$ cat src/rtl/matriz_pkg.sv
// Shared types and constants for the LED matrix scan sequencer.
// Holds the FSM state encoding, default geometry and a counter-width helper.
package matriz_pkg;

   typedef enum logic [1:0] {
      OCIOSO   = 2'd0,
      VARRENDO = 2'd1,
      PAUSADO  = 2'd2
   } estado_t;

   localparam int ROWS_DEF = 7;
   localparam int COLS_DEF = 5;

   // Width needed to hold 0..n-1, never less than one bit.
   function automatic int largura(input int n);
      return (n > 1) ? $clog2(n) : 1;
   endfunction

endpackage

$ cat src/rtl/controle_matriz_if.sv
// Control and matrix-side signals of the scan sequencer.
// master drives en/pausa/avanca; slave (the sequencer) drives the registered outputs.
interface controle_matriz_if
   import matriz_pkg::*;
#(
   parameter int ROWS   = ROWS_DEF,
   parameter int FRAMES = 4
);
   logic                        en;
   logic                        pausa;
   logic                        avanca;
   logic [2:0]                  contador;
   logic [ROWS-1:0]             linhas;
   logic [largura(FRAMES)-1:0]  quadro_sel;
   logic                        blank;
   logic                        frame_tick;

   modport master (
      output en, pausa, avanca,
      input  contador, linhas, quadro_sel, blank, frame_tick
   );

   modport slave (
      input  en, pausa, avanca,
      output contador, linhas, quadro_sel, blank, frame_tick
   );
endinterface

$ cat src/rtl/divisor_varredura.sv
// Row-period prescaler: counts 0..DIV-1 while enabled, clr forces 0.
// tc is high combinationally during the last count of each period.
module divisor_varredura
   import matriz_pkg::*;
#(
   parameter int DIV = 4
)(
   input  logic clk,
   input  logic rst_n,
   input  logic en,
   input  logic clr,
   output logic tc
);
   localparam int             CW   = largura(DIV);
   localparam logic [CW-1:0]  LAST = CW'(DIV - 1);

   logic [CW-1:0] cnt_q, cnt_d;

   always_comb begin
      cnt_d = cnt_q;
      if (clr) begin
         cnt_d = '0;
      end else if (en) begin
         cnt_d = (cnt_q == LAST) ? '0 : cnt_q + CW'(1);
      end
   end

   always_ff @(posedge clk or negedge rst_n) begin
      if (!rst_n) begin
         cnt_q <= '0;
      end else begin
         cnt_q <= cnt_d;
      end
   end

   assign tc = en && (cnt_q == LAST);

endmodule

$ cat src/rtl/controle_matriz.sv
// Row scan and frame sequencer for the LED matrix; every output is a flop.
// MATRIZ_BLANK_GUARD_EN blanks the first cycle of each row period against ghosting.
module controle_matriz
   import matriz_pkg::*;
#(
   parameter int SCAN_DIV   = 4,
   parameter int ROWS       = ROWS_DEF,
   parameter int FRAMES     = 4,
   parameter int FRAME_HOLD = 2
)(
   input logic               clk,
   input logic               rst_n,
   controle_matriz_if.slave  bus
);
   localparam int            RW = largura(ROWS);
   localparam int            QW = largura(FRAMES);
   localparam int            SW = largura(FRAME_HOLD);
   localparam logic [RW-1:0] ROW_LAST    = RW'(ROWS - 1);
   localparam logic [QW-1:0] QUADRO_LAST = QW'(FRAMES - 1);
   localparam logic [SW-1:0] SCAN_LAST   = SW'(FRAME_HOLD - 1);

   estado_t         estado_q, estado_d;
   logic [RW-1:0]   row_q, row_d;
   logic [SW-1:0]   scan_q, scan_d;
   logic [QW-1:0]   quadro_q, quadro_d;
   logic [ROWS-1:0] linhas_q, linhas_d;
   logic            blank_q, blank_d;
   logic            tick_q, tick_d;
   logic            tc, wrap, passo;

   divisor_varredura #(.DIV(SCAN_DIV)) u_divisor (
      .clk   (clk),
      .rst_n (rst_n),
      .en    (estado_q != OCIOSO),
      .clr   (estado_d == OCIOSO),
      .tc    (tc)
   );

   always_comb begin
      estado_d = estado_q;
      case (estado_q)
         OCIOSO:   if (bus.en) estado_d = VARRENDO;
         VARRENDO: if (!bus.en) estado_d = OCIOSO;
                   else if (bus.pausa) estado_d = PAUSADO;
         PAUSADO:  if (!bus.en) estado_d = OCIOSO;
                   else if (!bus.pausa) estado_d = VARRENDO;
         default:  estado_d = OCIOSO;
      endcase
   end

   always_comb begin
      row_d    = row_q;
      scan_d   = scan_q;
      quadro_d = quadro_q;
      tick_d   = 1'b0;
      passo    = 1'b0;
      wrap     = tc && (row_q == ROW_LAST);
      if (estado_d == OCIOSO) begin
         row_d    = '0;
         scan_d   = '0;
         quadro_d = '0;
      end else begin
         if (tc) row_d = wrap ? '0 : row_q + RW'(1);
         // Scan count only moves in auto mode; a pause freezes it for resume.
         if (estado_q == VARRENDO && wrap) begin
            if (scan_q == SCAN_LAST) begin
               scan_d = '0;
               passo  = 1'b1;
            end else begin
               scan_d = scan_q + SW'(1);
            end
         end
         if (estado_q == PAUSADO && bus.avanca) passo = 1'b1;
         if (passo) begin
            quadro_d = (quadro_q == QUADRO_LAST) ? '0 : quadro_q + QW'(1);
            tick_d   = 1'b1;
         end
      end

      blank_d = (estado_q == OCIOSO) || (estado_d == OCIOSO);
`ifdef MATRIZ_BLANK_GUARD_EN
      blank_d = blank_d || tc;
`endif
      linhas_d = '1;
      if (!blank_d) linhas_d[row_d] = 1'b0;
   end

   always_ff @(posedge clk or negedge rst_n) begin
      if (!rst_n) begin
         estado_q <= OCIOSO;
         row_q    <= '0;
         scan_q   <= '0;
         quadro_q <= '0;
         linhas_q <= '1;
         blank_q  <= 1'b1;
         tick_q   <= 1'b0;
      end else begin
         estado_q <= estado_d;
         row_q    <= row_d;
         scan_q   <= scan_d;
         quadro_q <= quadro_d;
         linhas_q <= linhas_d;
         blank_q  <= blank_d;
         tick_q   <= tick_d;
      end
   end

   assign bus.contador   = 3'(row_q);
   assign bus.linhas     = linhas_q;
   assign bus.quadro_sel = quadro_q;
   assign bus.blank      = blank_q;
   assign bus.frame_tick = tick_q;

endmodule

$ cat src/flat_wrapper.sv
// flat-port wrapper written by rule: the top's interface ports become plain ports
module controle_matriz_flat import matriz_pkg::*;
#(
   parameter int SCAN_DIV   = 4,
   parameter int ROWS       = ROWS_DEF,
   parameter int FRAMES     = 4,
   parameter int FRAME_HOLD = 2
)
  (clk, rst_n, bus_en, bus_pausa, bus_avanca, bus_contador, bus_linhas, bus_quadro_sel, bus_blank, bus_frame_tick);
  controle_matriz_if #(.ROWS(ROWS), .FRAMES(FRAMES)) bus_i ();
  input logic clk;
  input logic rst_n;
  input wire logic [$bits(bus_i.en)-1:0] bus_en;
  input wire logic [$bits(bus_i.pausa)-1:0] bus_pausa;
  input wire logic [$bits(bus_i.avanca)-1:0] bus_avanca;
  output wire logic [$bits(bus_i.contador)-1:0] bus_contador;
  output wire logic [$bits(bus_i.linhas)-1:0] bus_linhas;
  output wire logic [$bits(bus_i.quadro_sel)-1:0] bus_quadro_sel;
  output wire logic [$bits(bus_i.blank)-1:0] bus_blank;
  output wire logic [$bits(bus_i.frame_tick)-1:0] bus_frame_tick;
  assign bus_i.en = bus_en;
  assign bus_i.pausa = bus_pausa;
  assign bus_i.avanca = bus_avanca;
  assign bus_contador = bus_i.contador;
  assign bus_linhas = bus_i.linhas;
  assign bus_quadro_sel = bus_i.quadro_sel;
  assign bus_blank = bus_i.blank;
  assign bus_frame_tick = bus_i.frame_tick;
  controle_matriz #(.SCAN_DIV(SCAN_DIV), .ROWS(ROWS), .FRAMES(FRAMES), .FRAME_HOLD(FRAME_HOLD)) u_core (.clk(clk), .rst_n(rst_n), .bus(bus_i));
endmodule
$ cat config.mk
export PLATFORM = sky130hd
export DESIGN_NAME = controle_matriz_flat
export DESIGN_NICKNAME = d
export VERILOG_FILES = /design/src/rtl/matriz_pkg.sv /design/src/rtl/controle_matriz_if.sv /design/src/rtl/divisor_varredura.sv /design/src/rtl/controle_matriz.sv /design/src/flat_wrapper.sv
export SDC_FILE = /design/constraint.sdc
export NUM_CORES = 1
export LEC_CHECK = 0
export ABC_AREA = 1
export BUFFER_PORTS_ARGS = -buffer_cell sky130_fd_sc_hd__buf_2
export CAP_MARGIN = 20
export CORE_UTILIZATION = 56
export CTS_CLUSTER_DIAMETER = 60
export DETAILED_ROUTE_END_ITERATION = 6
export GPL_ROUTABILITY_DRIVEN = 0
export PLACE_DENSITY = 0.82
export SYNTH_ARGS = -nofsm -noshare
export SYNTH_HDL_FRONTEND = slang
export SYNTH_SLANG_ARGS = --single-unit
$ cat constraint.sdc
create_clock -name clk -period 1.9 [get_ports clk]
set_input_delay 0 -clock clk [delete_from_list [all_inputs] [get_ports clk]]
set_output_delay 0 -clock clk [all_outputs]
set_load 0.02 [all_outputs]
* Word level (Yosys, flattened, before mapping)
Index checks and enable logic that the tools add are counted.
Storage, ports and cells: register bits after elaboration 19, output and inout port bits 14
Cells by class: add/sub/neg operators 4, order comparisons 2, equal/unequal tests 5, muxes and demuxes 27, bitwise logic cells 1, reductions and logical operators 12
Operators with widths (number):
- two-way mux 2 bit | 11
- two-way mux 1 bit | 10
- two-way mux 3 bit | 3
- nonzero test 2 bit | 4
- two-way mux 7 bit | 1
- inverter 7 bit | 1
- == test 2 bit, second input constant | 3
- one-hot mux 2 bit (3 select lines) | 1
- logical AND 1 bit | 5
- adder 2 x 1 -> 2 bit, second input constant | 2
- zero test 2 bit | 2
- < comparator 3 x 4 -> 1 bit, second input constant | 1
- adder 3 x 1 -> 3 bit, second input constant | 1
- demux 1 bit (select 3 bit) | 1
- == test 3 bit, second input constant | 1
- greater-or-equal comparator 3 x 1 -> 1 bit, second input constant | 1
- == test 2 x 1 -> 1 bit, second input constant | 1
- adder 1 bit, second input constant | 1
- logical OR 1 bit | 1

* Longest topological paths before layout
Gate-level depths: netlist of the first run.
word-level depth 12, mapped depth 9, gate-level depth less buffers 9

* Modules after synthesis
Synthesis of the first run repeated with hierarchy kept, for this count alone.
Second synthesis, totals: cells, all modules 94, area, all modules 884.6 sq um
By module, submodules not included:
- controle_matriz | times used 1, cells an instance 80, area each 775.7 sq um, seq. area each 435.4 sq um
- divisor_varredura | times used 1, cells an instance 14, area each 108.9 sq um, seq. area each 50.0 sq um

* Least setup slack after synthesis of the first run
No wires, ideal clock.
kind register -> register, from register u_core.row_q[0] (netlist: u_core.bus.contador[0]), to register u_core.linhas_q[2] (netlist: u_core.bus.linhas[2]), arrival time 1.396 ns, slack 0.421 ns, stages on the path, launching flop included 9, path buffers 0, period minus slack after synthesis 1.479 ns, path through dfrtp_1 inv_1 ha_1 nand2_1 inv_1 nor2_1 nor2_4 nor3_2 nand2_1
On the way: word-level cells in the longest chain between the ends 11
RTL lines:
- start, declared | RTL line controle_matriz.sv:23 | logic [RW-1:0] row_q, row_d;
- start signal, assigned | RTL line controle_matriz.sv:99 | row_q <= row_d;
- parallel branches: the longest is 3 deep, another holds adder 3 x 1 -> 3 bit
- two-way mux 3 bit * | RTL line controle_matriz.sv:63 | if (tc) row_d = wrap ? '0 : row_q + RW'(1);
- two-way mux 3 bit * | RTL line controle_matriz.sv:58 | if (estado_d == OCIOSO) begin
- < comparator 3 x 4 -> 1 bit (implied by the code) / greater-or-equal comparator 3 x 1 -> 1 bit (equally long branches) | RTL line controle_matriz.sv:85 | if (!blank_d) linhas_d[row_d] = 1'b0;
- logical AND 1 bit (implied by the code) | RTL line controle_matriz.sv:85
- two-way mux 1 bit (implied by the code) | RTL line controle_matriz.sv:85
- demux 1 bit (select 3 bit) *
- inverter 7 bit (no line) *
- two-way mux 7 bit * | RTL line controle_matriz.sv:85
- via u_core.linhas_d[2] | RTL line controle_matriz.sv:26 | logic [ROWS-1:0] linhas_q, linhas_d;
- end signal, assigned | RTL line controle_matriz.sv:102 | linhas_q <= linhas_d;
- end, declared | RTL line controle_matriz.sv:26
Mark *: on every way through the listed nets, which the timed path passes. A chain may end at the register's enable or synchronous reset.

* Worst setup path in the final report of the first run
Same ends and word-level chain as after synthesis.

==> results of run 1 <==
-- cells in the mapped netlist, drive strengths merged --
cell type   n
buf         1
nand4       6
a21boi      1
o31ai       1
nor3        1
inv        11
nor2       14
ha          4
nand2      27
a21oi       3
nand3       9
dfrtp      11
dfstp       8
o21ai       1
-- metal layers --
layer	wire (um)	share of wire (%)
met4	33	1.9
met1	724	43
met5	0	0
met2	879	52
met3	57	3.4
-- power groups by stage --
stage	Combinational [mW]	Clock (mW)	Sequential (mW)
after detailed placement	0.0805	0	0.437
after global placement	0.0789	0	0.435
after global routing	0.0959	0.223	0.431
after CTS	0.0859	0.203	0.429
final	0.0861	0.201	0.429
after floorplan	0.0465	0	0.442
-- state kept, by name, indices dropped and copies added, names as in the netlist --
signal and cells:
u_core.estado_q 2, u_core.bus.quadro_sel 2, u_core.scan_q 1, u_core.bus.blank 1
u_core.u_divisor.cnt_q 2, u_core.bus.frame_tick 1, u_core.bus.contador 3, u_core.bus.linhas 7
-- how the worst min path moves through the flow --
| stage | from | end |
|---|---|---|
| final | bus_avanca | u_core.bus.frame_tick |
| after CTS | bus_avanca | u_core.bus.frame_tick |
| after global placement | rst_n | u_core.bus.quadro_sel[0] |
| after global routing | bus_avanca | u_core.bus.frame_tick |
| after detailed placement | rst_n | u_core.bus.quadro_sel[0] |
| after floorplan | rst_n | u_core.bus.contador[0] |
-- per-stage QoR --
step / std cells / power [mW]
final: 139 / 0.716
after global routing: 139 / 0.750
after CTS: 139 / 0.719
after detailed placement: 132 / 0.517
after global placement: 132 / 0.514
after floorplan: 98 / 0.489
-- cells by family after synthesis --
| kind of cell | count (synthesis) | synth area share, % |
|---|---|---|
| AOI/OAI and AO/OA | 6 | 4.59 |
| and+or+nand+nor | 57 | 32.4 |
| buffers and inverters | 12 | 5.26 |
| DFF | 19 | 52.4 |
| adders and majority gates | 4 | 5.40 |
-- critical path: stages (launching register included) --
cell	delay, ps
dfrtp_1	410
inv_1	70
ha_1	190
nand2_1	160
inv_1	90
nor2_1	180
nor2_4	60
nor3_2	190
nand2_1	70
-- cell type report --
type / count / share of cell area [%]
timing repair buffer: 22 / 11.7
clock buffer: 3 / 2.06
clock inverter: 1 / 0.457
inverter: 11 / 3.77
tap: 16 / 1.83
sequential: 19 / 44.3
multi-input combinational: 67 / 35.9
-- repair_timing --
item	in CTS	in global routing
setup endpoints to repair	0	0
hold buffers	3	0
endpoints found under the hold margin	23	0
resized for setup	0	0
==> metrics.md, run 1 <==
| Metric | Value |
|---|---|
| R2r endpoint | u_core.bus.linhas[2] |
| Filler cells | 116 |
| Commonest cells after routing, fill and taps aside | nand2_1 (23), buf_2 (18), dfrtp_1 (11) |
| Chip Height | 42.7 um |
| 1st-pass router iterations | 4 |
| Max-Slew Margin vs Limit | 73.0% |
| Clock share of power | 28.0% |
| Syn Nets | 107 |
| # IOs | 19 |
| Total grt overflow | 0 |
| Met3 Track Usage GR | 3.83% |
| Critical path peak fanout | 4 |
| Crit Reg-Reg Startpoint | u_core.bus.contador[0] |
| Num Clock Sinks | 19 |
| Max-slew violations | 0 |
| Seq pwr share | 60.0% |
| Max rail drop VDD | 0.465 mV |
| Synth Warn # | 0 |
| # H-tree levels | 1 |
| Fraction of layout cells with a size suffix above 1 | 37.4% |
| Outcome | completed |
| FF-to-FF setup slack | 400 ps |
| Commonest non-fill, non-tap cell in the layout | nand2_1 |
| Nets | 133 |
| Synthesized area | 927 um^2 |
| Slew of the pin with the lowest slew margin | 405 ps |
| Pint | 0.528 mW |
| Sequential cell area fraction in the yosys report | 52.4% |
| Achievable frequency | 0.668 GHz |
| Vias | 756 |
| Busiest grt layer | met2 |
| Yosys reg bits | 19 |
| Clock Path Buffers | 2 |
| Post-synth top area share | 29.7% |
| Vias in the first global route | 698 |
| DPL Wire Length | 1.21 mm |
| Finish-stage setup viols | 0 |
| Worst-Skew Late Latency | 300 ps |
| Register Area | 485 um^2 |
| Post-CTS Setup Inserts | 0 |
| Final WL | 1.69 mm |
| Root buf cell | clkbuf_4 |
| Final min period | 1500 ps |
| Max cap viols | 0 |
| Cell taking the most area after synthesis | dfrtp_1 |
| Tot GR Track Use | 21.1% |
| Met1 GRT Util | 25.7% |
| Crit path launch | u_core.bus.contador[0] |
| DR iter-0 viols | 18 |
| Core Box Area | 1520 um^2 |
| Via density | 5.44 |
| Layout Utilization | 71.8% |
| Multi-input combinational cell area | 393 um^2 |
| Worst Path Required | 2130 ps |
| Site Rows | 14 |
| Crit path kind | register to register |
| Worst Hold Class | input port to register |
| CTS tree | built |
| PortBufs | 18 |
| Combinational Power Share | 12.0% |
| Worst-path clk slew | 110 ps |
| TNS Setup | 0 ps |
| Pwr dens | 654 nW/um^2 |
| Antenna violations before repair | 0 |
| First-pass GRT wire length | 2.82 mm |
| Place WS | 445 ps |
| Largest net degree at the start of global routing | 20 |
| Die width | 42.7 um |
| Crit end category | register |
| Crit path to | u_core.bus.linhas[2] |
| Routed length per placed instance | 12.2 um |
| Post-route cell area | 1090 um^2 |
| Remaining antenna violation count | 0 |
| Startpoint types | register |
| Leak | 0.562 nW |
| Yosys cell types | 21 |
| Initial Utilization | 60.8% |
| Register-to-Register Path Depth | 8 |
| Crit path setup slack, layout | 403 ps |
| ANT cells | 0 |
| Critical path arrival | 1730 ps |
| Hold Fails Final Rpt | 0 |
| RSZ-0062 raised after global routing | no |
| Placed inst area | 1040 um^2 |
| Switching share of power | 26.3% |
| Synthesis-to-finish area growth | 18.1% |
| Residual DRC count | 0 |
| Area of the die | 1820 um^2 |
| Setup Skew | 3.82 ps |
| CTS Buf Count | 3 |
| Main area contributors after synthesis | dfrtp_1 (30%), dfstp_2 (23%), nand2_1 (9.3%) |
| Met2 Use GR | 36.1% |
| Switching pwr | 0.188 mW |
| Hold Crit Depth | 3 |
| Mean post-synth cell area | 9.46 um^2 |
| Fin Hold WS | 36.7 ps |
| Final period utilization | 78.8% |
| Post-synthesis cell count | 98 |
Note: power is estimated with default switching activity, not from simulation.
==> run 2: changes to the inputs <==
- CORE_ASPECT_RATIO: not set -> 0.75
- CORE_UTILIZATION: 56 -> 52
- PLACE_DENSITY: 0.82 -> 0.77
- clock period: 1.9 -> 1.4 ns (I/O delays scaled with it)
==> metrics.md, run 2 (synthesis results as in run 1) <==
| Metric | Value |
|---|---|
| Outcome | completed |
| Nets | 140 (+5.3%) |
| DR iter-0 viols | 34 (+16) |
| Crit path kind | register to register |
| Total grt overflow | 0 (unchanged) |
| Root buf cell | clkbuf_4 |
| Area of the die | 1960 um^2 (+7.4%) |
| Antenna violations before repair | 0 (unchanged) |
| Placed inst area | 1090 um^2 (+5.3%) |
| ANT cells | 0 (unchanged) |
| Pwr dens | 828 nW/um^2 (+27%) |
| Clock share of power | 28.2% (+0.2 points) |
| Commonest non-fill, non-tap cell in the layout | nand2_1 |
| Max-Slew Margin vs Limit | 71.8% (-1.2 points) |
| DPL Wire Length | 1.51 mm (+24%) |
| Worst Path Required | 1640 ps (-490 ps) |
| Leak | 0.601 nW (+6.8%) |
| CP bufs+invs | 2 (unchanged) |
| Routed length per placed instance | 14.5 um (+19%) |
| Crit-path slowest cell | dfrtp_2 |
| Residual DRC count | 0 (unchanged) |
| Max-slew violations | 0 (unchanged) |
| Final min period | 1340 ps (-159 ps) |
| Crit end category | register |
| Worst Hold Class | input port to register |
| Fin Hold WS | 59.8 ps (+23.1 ps) |
| RSZ-0062 raised after global routing | yes |
| Site Rows | 12 (-2) |
| PortBufs | 18 (unchanged) |
| Switching pwr | 0.277 mW (+47%) |
| Worst-path clk slew | 110 ps (about the same) |
| Max reg flops | 7 (unchanged) |
| Largest stage delay, worst path | 430 ps (+20 ps) |
| 1st-pass router iterations | 4 (unchanged) |
| Finish-stage setup viols | 0 (unchanged) |
| Slew of the pin with the lowest slew margin | 423 ps (+17.3 ps) |
| Commonest cells after routing, fill and taps aside | nand2_1 (20), buf_2 (18), dfrtp_1 (9) |
| CTS Buf Count | 3 (unchanged) |
| Initial Utilization | 58.8% (-2.0 points) |
| # H-tree levels | 1 (unchanged) |
| Tot GR Track Use | 25.7% (+4.6 points) |
| Cell mode on critical path | nor2_2 |
| # IOs | 19 (unchanged) |
| Largest net degree at the start of global routing | 20 (unchanged) |
| Pint | 0.736 mW (+39%) |
| Cell family with most CP delay | flip-flops |
| Hold Fails Final Rpt | 0 (unchanged) |
| Remaining antenna violation count | 0 (unchanged) |
| Clock Path Buffers | 2 (unchanged) |
| Startpoint types | register |
| Fraction of layout cells with a size suffix above 1 | 50.0% (+13 points) |
| Critical path arrival | 1580 ps (-150 ps) |
| Worst-Skew Late Latency | 300 ps (about the same) |
| Achievable frequency | 0.747 GHz (+12%) |
| Core Box Area | 1580 um^2 (+3.4%) |
| Final WL | 2.19 mm (+29%) |
| Critical path, cell by cell | inv_2, ha_4, nand2_4, buf_4, o21ai_2, nor2_2, nor2_2, nand2_1 |
| Vias in the first global route | 759 (+8.7%) |
| Num Clock Sinks | 19 (unchanged) |
| Setup Skew | 2.46 ps (-1.36 ps) |
| Seq pwr share | 57.9% (-2.1 points) |
| Synthesis-to-finish area growth | 31.8% |
| CTS tree | built |
| Combinational Power Share | 13.8% (+1.8 points) |
| Final period utilization | 95.6% (+17 points) |
| Max cap viols | 0 (unchanged) |
| Critical path peak fanout | 4 (unchanged) |
| Post-route cell area | 1220 um^2 (+12%) |
| First-pass GRT wire length | 3.37 mm (+20%) |
| Vias | 816 (+7.9%) |
| Switching share of power | 27.3% (+1.0 points) |
| Via density | 5.40 (-0.64%) |
| TNS Setup | 0 ps (unchanged) |
| Filler cells | 97 (-16%) |
| Die width | 50.8 um (+19%) |
| Max rail drop VDD | 0.592 mV (+27%) |
| Chip Height | 38.6 um (-9.7%) |
run 2: changes by cell type in the layout (fill, tap and decap cells not counted), moves of 3 or more:
cell / previous run / this run
buf_4: 1 / 8
ha_1: 4 / 1
ha_4: 0 / 3
nand2_1: 23 / 20
nor2_1: 9 / 6
run 2: final timing paths:
path	start	end	slack, ps	cells after the start
min in group asynchronous	rst_n	u_core.bus.quadro_sel[0]	150	2
worst min register to register	u_core.scan_q	u_core.scan_q	550	2
worst min-delay path	bus_avanca	u_core.bus.frame_tick	60	3
max in group asynchronous	rst_n	u_core.bus.blank	920	2
worst max-delay path	u_core.bus.contador[0]	u_core.bus.linhas[1]	60	8
worst max register to register	u_core.bus.contador[0]	u_core.bus.linhas[1]	60	8
run 2: worst register-to-register path, cell delays in order, from the launching register on:
cell and delay [ps]:
dfrtp_2 430, inv_2 90, ha_4 140, nand2_4 60
buf_4 150, o21ai_2 130, nor2_2 70, nor2_2 120
nand2_1 70
run 2: repair_timing:
item                                    4_1_cts  5_1_grt
endpoints found under the setup margin       11       11
setup buffers                                 0        1
endpoints found under the hold margin        23        0
pin swaps                                     2        5
gates resized for setup                       7       10
hold buffers                                  3        0
run 2: routing by layer:
metal	up-vias	track usage (%)	share of wire [%]	routed length, um
met3	10	8.63	6.5	143
met1	388	29.9	42	913
met4	0	12.5	2.6	56
met5	-	0	0	0
met2	34	43.7	49	1070
li1	384	-	-	-
run 2: power groups by stage:
stage,Clock [mW],Sequential (mW),Combinational [mW]
detailed placement,0,0.593,0.117
finish,0.286,0.587,0.140
global route,0.307,0.588,0.155
floorplan,0,0.601,0.0635
CTS,0.284,0.583,0.127
global placement,0,0.591,0.113
run 2: area by class of cell:
cell class	instances	area (um^2)	area share, %
sequential	19	488	39.9
inverter	11	41.3	3.38
multi-input combinational	67	460	37.7
tap	21	26.3	2.15
timing repair buffer	29	180	14.7
clock buffer	4	26.3	2.15
run 2: metrics by stage:
step	std cells	util (%)	worst slack [ps]	power, mW
after floorplan	98	-	30.7	0.664
after global placement	143	69.3	14.5	0.704
after detailed placement	143	69.3	-94.7	0.710
after CTS	150	73.8	6.41	0.994
after global routing	151	77.5	-34.1	1.05
final	151	77.5	61.7	1.01
==> run 3: changes to the inputs <==
- CORE_ASPECT_RATIO: 0.75 -> not set
- SKIP_CTS_REPAIR_TIMING: not set -> 1
==> metrics.md, run 3 (synthesis results as in run 1) <==
| Metric | Value |
|---|---|
| Vias | 761 (-6.7%) |
| ANT cells | 0 (unchanged) |
| Achievable frequency | 0.730 GHz (-2.3%) |
| Fraction of layout cells with a size suffix above 1 | 51.5% (+1.5 points) |
| Critical Path Stages | 8 (unchanged) |
| Die width | 44.2 um (-13%) |
| Final WL | 1.84 mm (-16%) |
| Core Box Area | 1580 um^2 (unchanged) |
| Worst-Skew Late Latency | 300 ps (about the same) |
| Tot GR Track Use | 20.6% (-5.1 points) |
| Post-route cell area | 1190 um^2 (-2.8%) |
| Critical path arrival | 1610 ps (+30 ps) |
| Largest stage delay, worst path | 430 ps (about the same) |
| Placed inst area | 1070 um^2 (-1.9%) |
| Routed length per placed instance | 12.6 um (-13%) |
| Root buf cell | clkbuf_4 |
| Fin Hold WS | -18.4 ps (-78.2 ps) |
| Slew of the pin with the lowest slew margin | 402 ps (-20.4 ps) |
| Hold Crit Depth | 3 (unchanged) |
| Crit path kind | register to register |
| Max rail drop VDD | 0.731 mV (+24%) |
| Leak | 0.602 nW (+0.25%) |
| Initial Utilization | 58.8% (unchanged) |
| Area of the die | 1960 um^2 (about the same) |
| Register Area | 488 um^2 (unchanged) |
| Worst Hold Class | input port to register |
| Max-Slew Margin vs Limit | 73.2% (+1.4 points) |
| Nets | 140 (unchanged) |
| Worst Path Required | 1640 ps (about the same) |
| TNS Setup | 0 ps (unchanged) |
| Violated checks | negative hold slack |
| Remaining antenna violation count | 0 (unchanged) |
| Via density | 5.21 (-3.5%) |
| Critical path peak fanout | 4 (unchanged) |
| Final min period | 1370 ps (+31.4 ps) |
| Chip Height | 44.2 um (+15%) |
| Commonest non-fill, non-tap cell in the layout | nand2_1 |
| Setup Skew | 6.56 ps (+4.10 ps) |
| Hold Fails Final Rpt | 2 (+2) |
| PortBufs | 18 (unchanged) |
| Crit end category | register |
| Crit-path slowest cell | dfrtp_1 |
| # IOs | 19 (unchanged) |
| Total grt overflow | 0 (unchanged) |
| Register-to-Register Path Depth | 8 (unchanged) |
| Critical path, cell by cell | ha_4, inv_1, nor2_2, nand3_1, nand2_2, nand2_1, nor2_2, nand2_1 |
| Residual DRC count | 0 (unchanged) |
| Multi-input combinational cell area | 430 um^2 (-6.5%) |
| CTS tree | built |
| CP bufs+invs | 1 (-1) |
| DR iter-0 viols | 13 (-62%) |
| Outcome | finished, violations left |
| Max cap viols | 0 (unchanged) |
| Vias in the first global route | 642 (-15%) |
| Final period utilization | 97.8% (+2.2 points) |
| 1st-pass router iterations | 6 (+2) |
| Clock Path Buffers | 2 (unchanged) |
| Num Clock Sinks | 19 (unchanged) |
| Max-slew violations | 0 (unchanged) |
| Filler cells | 115 (+19%) |
| CTS Buf Count | 3 (unchanged) |
| Antenna violations before repair | 0 (unchanged) |
| Finish-stage setup viols | 0 (unchanged) |
| Startpoint types | register |
| Cell family with most CP delay | simple AND/OR/NAND/NOR gates |
| Largest net degree at the start of global routing | 20 (unchanged) |
| Site Rows | 14 (+2) |
| Worst-path clk slew | 110 ps (about the same) |
| Commonest cells after routing, fill and taps aside | nand2_1 (20), buf_2 (18), dfrtp_1 (9) |
| RSZ-0062 raised after global routing | yes |
| First-pass GRT wire length | 2.84 mm (-16%) |
| Max reg flops | 7 (unchanged) |
| # H-tree levels | 1 (unchanged) |
| Pwr dens | 838 nW/um^2 (+1.2%) |
| DPL Wire Length | 1.28 mm (-15%) |
| Synthesis-to-finish area growth | 28.2% |
==> run 3: worst min-delay path: cells and delay by family <==
| family | cells | cell delay (ps) |
|---|---|---|
| AO/OA/AOI/OAI | 1 | 70 |
| buffers and inverters | 1 | 100 |
| AND/OR/NAND/NOR | 1 | 70 |
==> run 3: final timing paths <==
| path | startpoint | to | slack, ps |
|---|---|---|---|
| setup / recovery | u_core.u_divisor.cnt_q[0] | u_core.bus.linhas[4] | 30 |
| hold / removal | bus_en | u_core.u_divisor.cnt_q[0] | -20 |
| setup reg to reg | u_core.u_divisor.cnt_q[0] | u_core.bus.linhas[4] | 30 |
| hold reg to reg | u_core.scan_q | u_core.scan_q | 540 |
| max in group asynchronous | rst_n | u_core.bus.linhas[6] | 940 |
| min in group asynchronous | rst_n | u_core.bus.contador[2] | 150 |
==> run 3: layer usage <==
metal,vias to the layer above,global-route usage [%],part of all wire (%)
li1,387,-,-
met1,340,27.9,46
met2,26,30.9,46
met3,8,3.67,4.4
met4,0,12.7,3.6
met5,-,0,0
==> run 3: final cells by class <==
| class | instances | area share (%) |
|---|---|---|
| well taps | 16 | 1.68 |
| flip-flops and latches | 19 | 41.1 |
| multi-input cells | 67 | 36.2 |
| inverters | 11 | 3.47 |
| clock buffers | 3 | 1.89 |
| repair buffers | 29 | 15.3 |
| clock inverters | 1 | 0.421 |
==> run 3: power by group <==
group | switching, mW | internal (mW)
logic | 0.0808 | 0.0545
registers | 0.0157 | 0.571
clock network | 0.168 | 0.107
==> run 3: per-stage QoR <==
stage                     util [%]  worst slack (ps)  power (mW)  cells  hold WS (ps)
after detailed placement      67.9             -37.8       0.707    136         -42.4
after global placement        67.9              22.6       0.703    136         -51.0
final                         75.4              30.4       0.997    146         -18.4
after global routing          75.4             -49.8        1.05    146         -4.90
after floorplan                  -              30.7       0.664     98          -296
after CTS                     69.7             -50.2       0.981    140          -379
